## src/rtl/base_emux_arb.sv

```systemverilog
// rtl/base_emux_arb.sv - round-robin requester arbiter with credit flow control for base_emux_mc
// Optional sticky credit-protocol error flag: BASE_EMUX_ARB_PERR_EN
module base_emux_arb #(
    parameter int ways       = 4,
    parameter int sel_width  = $clog2(ways),
    parameter int credits    = 8,
    parameter int cred_width = $clog2(credits + 1)
) (
    input  logic                  clk,
    input  logic                  reset,
    input  logic [0:ways-1]       i_v,
    output logic [0:ways-1]       i_r,
    output logic                  o_v,
    output logic [0:sel_width-1]  o_sel,
    input  logic                  i_cred,
    output logic [0:cred_width-1] o_cred,
    output logic                  o_perr
);

    logic [sel_width-1:0]  ptr;
    logic [cred_width-1:0] cred;
    logic [0:ways-1]       gnt;
    logic [sel_width-1:0]  gidx;
    logic                  found;
    logic                  avail;
    logic                  full;

    assign avail = (cred != '0);
    assign full  = (cred == cred_width'(credits));

    // Search starts just after the last winner; reset holds every grant off.
    always_comb begin
        gnt   = '0;
        gidx  = '0;
        found = 1'b0;
        if (!reset && avail) begin
            for (int k = 1; k <= ways; k++) begin
                if (!found && i_v[(int'(ptr) + k) % ways]) begin
                    found = 1'b1;
                    gnt[(int'(ptr) + k) % ways] = 1'b1;
                    gidx  = sel_width'((int'(ptr) + k) % ways);
                end
            end
        end
    end

    assign i_r    = gnt;
    assign o_v    = |(i_v & i_r);
    assign o_sel  = o_v ? gidx : '0;
    assign o_cred = cred;

    always_ff @(posedge clk) begin
        if (reset) begin
            ptr  <= sel_width'(ways - 1);
            cred <= cred_width'(credits);
        end else begin
            if (o_v) begin
                ptr <= gidx;
            end
            case ({o_v, i_cred})
                2'b10: cred <= cred - 1'b1;
                2'b01: if (!full) cred <= cred + 1'b1;
                default: cred <= cred;
            endcase
        end
    end

`ifdef BASE_EMUX_ARB_PERR_EN
    logic perr;

    always_ff @(posedge clk) begin
        if (reset) begin
            perr <= 1'b0;
        end else if (i_cred && full) begin
            perr <= 1'b1;
        end
    end

    assign o_perr = perr;
`else
    assign o_perr = 1'b0;
`endif

endmodule
```

## config.mk

```make
export PLATFORM = sky130hd
export DESIGN_NAME = base_emux_arb
export DESIGN_NICKNAME = d
export VERILOG_FILES = /design/src/rtl/base_emux_arb.sv
export SDC_FILE = /design/constraint.sdc
export NUM_CORES = 1
export LEC_CHECK = 0
export ABC_AREA = 1
export BUFFER_PORTS_ARGS = -buffer_cell sky130_fd_sc_hd__buf_4
export CAP_MARGIN = 40
export CORE_MARGIN = 2
export CORE_UTILIZATION = 35
export CTS_CLUSTER_DIAMETER = 200
export CTS_CLUSTER_SIZE = 30
export DETAILED_ROUTE_END_ITERATION = 10
export SLEW_MARGIN = 10
export SYNTH_ARGS = -nofsm -noshare
export SYNTH_HDL_FRONTEND = slang
export SYNTH_SLANG_ARGS = --single-unit
```

## constraint.sdc

```tcl
create_clock -name clk -period 3.9 [get_ports clk]
set_input_delay 0.39 -clock clk [delete_from_list [all_inputs] [get_ports clk]]
set_output_delay 0.39 -clock clk [all_outputs]
set_load 0.05 [all_outputs]
```

==> results.txt <==
status: completed
Iteration-0 DRC Markers: 19
Area contributors post-synth: nand2_1 16%, ha_1 13%, dfxtp_1 13%
Max Buffers Root-to-Sink: 2
largest family of logic cells by synthesized area: simple AND/OR/NAND/NOR gates
GPL Wtd Cong: 0.833
Synth top area share: 16.4%
slowest cell on the critical path: dfxtp_1
Inserted Clock Buffers: 3
top cells by count, synth: 41 x nand2_1, 20 x inv_1, 18 x nand3_1
mean post-synth cell area: 6.29 µm²
#FFs+latches synth: 6
CP Class: register to register
# resized after CTS: 0
fin area: 1120 µm²
ys flop type: dfxtp_1
Slew @ Worst Pin: 0.613 ns
row cnt: 18
pin count of the biggest net entering global routing: 12
initial antenna violation count: 0
Crit Path Max Fanout: 11
Tmin final: 3.36 ns
EDFF count, synth: 0
Synth Warn #: 0
Hold Crit Class: input pin to register
worst path bufs/invs: 3
simple-gate share of the synthesized area: 49.4%
Final Hold Vio Count: 0
routed wire length: 2.34 mm
Worst EP required: 4.09 ns
Cell Area, Synth: 937 µm²
mux cell area share after synthesis: 0%
Nets: 188
first-pass GRT wire length: 4.15 mm
final setup violating endpoints: 0
CP cell instances: inv_2, ha_1, inv_1, nand3_4, nand2_4, nor2_2, a21oi_1, nand3_1, nand3_1, nand2_2, nor2_2, nand2_1, ha_1, nand2_1, nand2_1, a31oi_1, inv_1, nand4_1, nand3_1, nand3_1
Setup Skew: 0.00671 ns
Syn Inst Count: 149
CTS hold repair buffers: 0
Distinct cells, synth: 25
vias in the first global route: 987
Post-synth ARST share: 0%
Routed Antenna Nets: 0
core area: 2500 µm²
FMAX: 298 MHz
Reg area: 120 µm²
CTS tree: built
drt first pass iters: 4
Worst slew margin: 59.0%
count leader, synth: nand2_1
worst skew pair latency: 0.25 ns
Via density: 5.05
Adder-Cell Fraction of Synth Area: 15.5%
DIE AREA: 3110 µm²
CTS H-tree depth: 1
delay of the slowest critical-path stage: 0.52 ns
Starting Density: 37.5%
# clock sinks: 6
WL per Instance: 11.8 µm
critical path endpoint category: register
Slew Viols, Final: 0
Area Growth Syn to Fin: 19.2%
clock slew at reported path FFs: 0.05 ns
# Post-CTS Setup Buffers: 0
Root Driver: clkbuf_4
R2R Setup Slk: 0.54 ns
total global-route track usage: 16.3%
Util after Layout: 44.7%
Antenna Cells: 0
die width: 55.7 µm
Port Buf Inserts: 17
total number of vias: 999
Compound-Gate Fraction of Synth Area: 10.9%
RSZ-0062 raised after global routing: false
largest area contributor in the netlist: nand2_1
Synth Area in XOR/XNOR: 0.935%
layout cells sized above 1: 23.2%
GR Overflow Total: 0
fin crit share: 86.2%
Die Y: 55.7 µm
Critical Path Start Type: register
Area after DPL: 1090 µm²
register area share after synthesis: 12.8%
Max-cap violations: 0
Final HPWL DP: 1.93 mm
DRC viols: 0
Arrival @ worst endpoint: 3.55 ns
FILL cells: 286
crit-path most repeated cell: nand3_1
Setup TNS: 0 ns
Net Count, Synth: 167
multi-input logic area: 723 µm²
I/O pins: 19
critical path's top delay family: simple AND/OR/NAND/NOR gates
placed cells by master, fill, tap and decap left out:
| cell type | netlist | routed |
|---|---|---|
| o21ai_0 | 3 | 3 |
| a21boi_1 | 1 | 1 |
| fa_1 | 1 | 1 |
| nor2_2 | 3 | 3 |
| nor2_1 | 8 | 8 |
| buf_4 | 1 | 17 |
| nand2_4 | 3 | 3 |
| nand2_2 | 5 | 5 |
| o211ai_1 | 2 | 2 |
| a21oi_1 | 6 | 6 |
| nand3_1 | 18 | 18 |
| a21boi_0 | 3 | 3 |
| nand3_2 | 2 | 2 |
| nor2_4 | 1 | 1 |
| inv_1 | 20 | 20 |
| xnor2_1 | 1 | 1 |
| nand2_1 | 41 | 41 |
| nand4_1 | 5 | 5 |
| ha_1 | 10 | 10 |
| inv_2 | 3 | 3 |
| clkbuf_4 | 0 | 3 |
| nand3b_1 | 1 | 1 |
| a31oi_1 | 2 | 2 |
| conb_1 | 1 | 1 |
| dfxtp_1 | 6 | 6 |
| nand3_4 | 2 | 2 |
routing by layer:
layer,part of all wire (%),global-route usage (%)
met5,0,0
met3,3.4,2.33
met4,2.3,8.01
met1,46,20.1
met2,49,27.7
cell families (layout without fill, tap and decap cells):
kind of cell / count (synthesis) / count (layout)
compound gates: 17 / 17
xor+xnor: 1 / 1
fa+ha+maj: 11 / 11
buf+inv: 24 / 43
flops: 6 / 6
other cells: 1 / 1
simple gates: 89 / 89
flip-flops by register name (all words and copies together) (netlist names):
| signal | count |
|---|---|
| o_cred | 4 |
| ptr | 2 |
per-stage QoR:
step,hold WS [ns],worst slack [ns],instances
CTS,0.465,0.515,198
global placement,0.515,0.620,195
global route,0.502,0.166,198
detailed placement,0.536,0.523,195
finish,0.456,0.540,198
floorplan,0.558,0.947,149
area by class of cell:
class / instances / area share (%)
well taps: 30 / 3.36
multi-input cells: 119 / 64.7
inverters: 23 / 7.73
flip-flops and latches: 6 / 10.8
repair buffers: 17 / 11.4
clock buffers: 3 / 2.02
path summary, 6_finish.rpt:
path	start	end	cells after the start
worst max-delay path	ptr[0]	o_cred[0]	20
worst min-delay path	reset	o_cred[0]	3
worst max register to register	ptr[0]	o_cred[0]	20
worst min register to register	o_cred[0]	o_cred[0]	2
tightest hold or removal path, delay by kind of cell:
family / cells / cell delay, ns
buffers and inverters: 2 / 0.18
and+or+nand+nor: 1 / 0.10
Power is left out: the tool's default activity adds up to more than one toggle a clock period on the data nets, which glitch-free logic cannot reach.
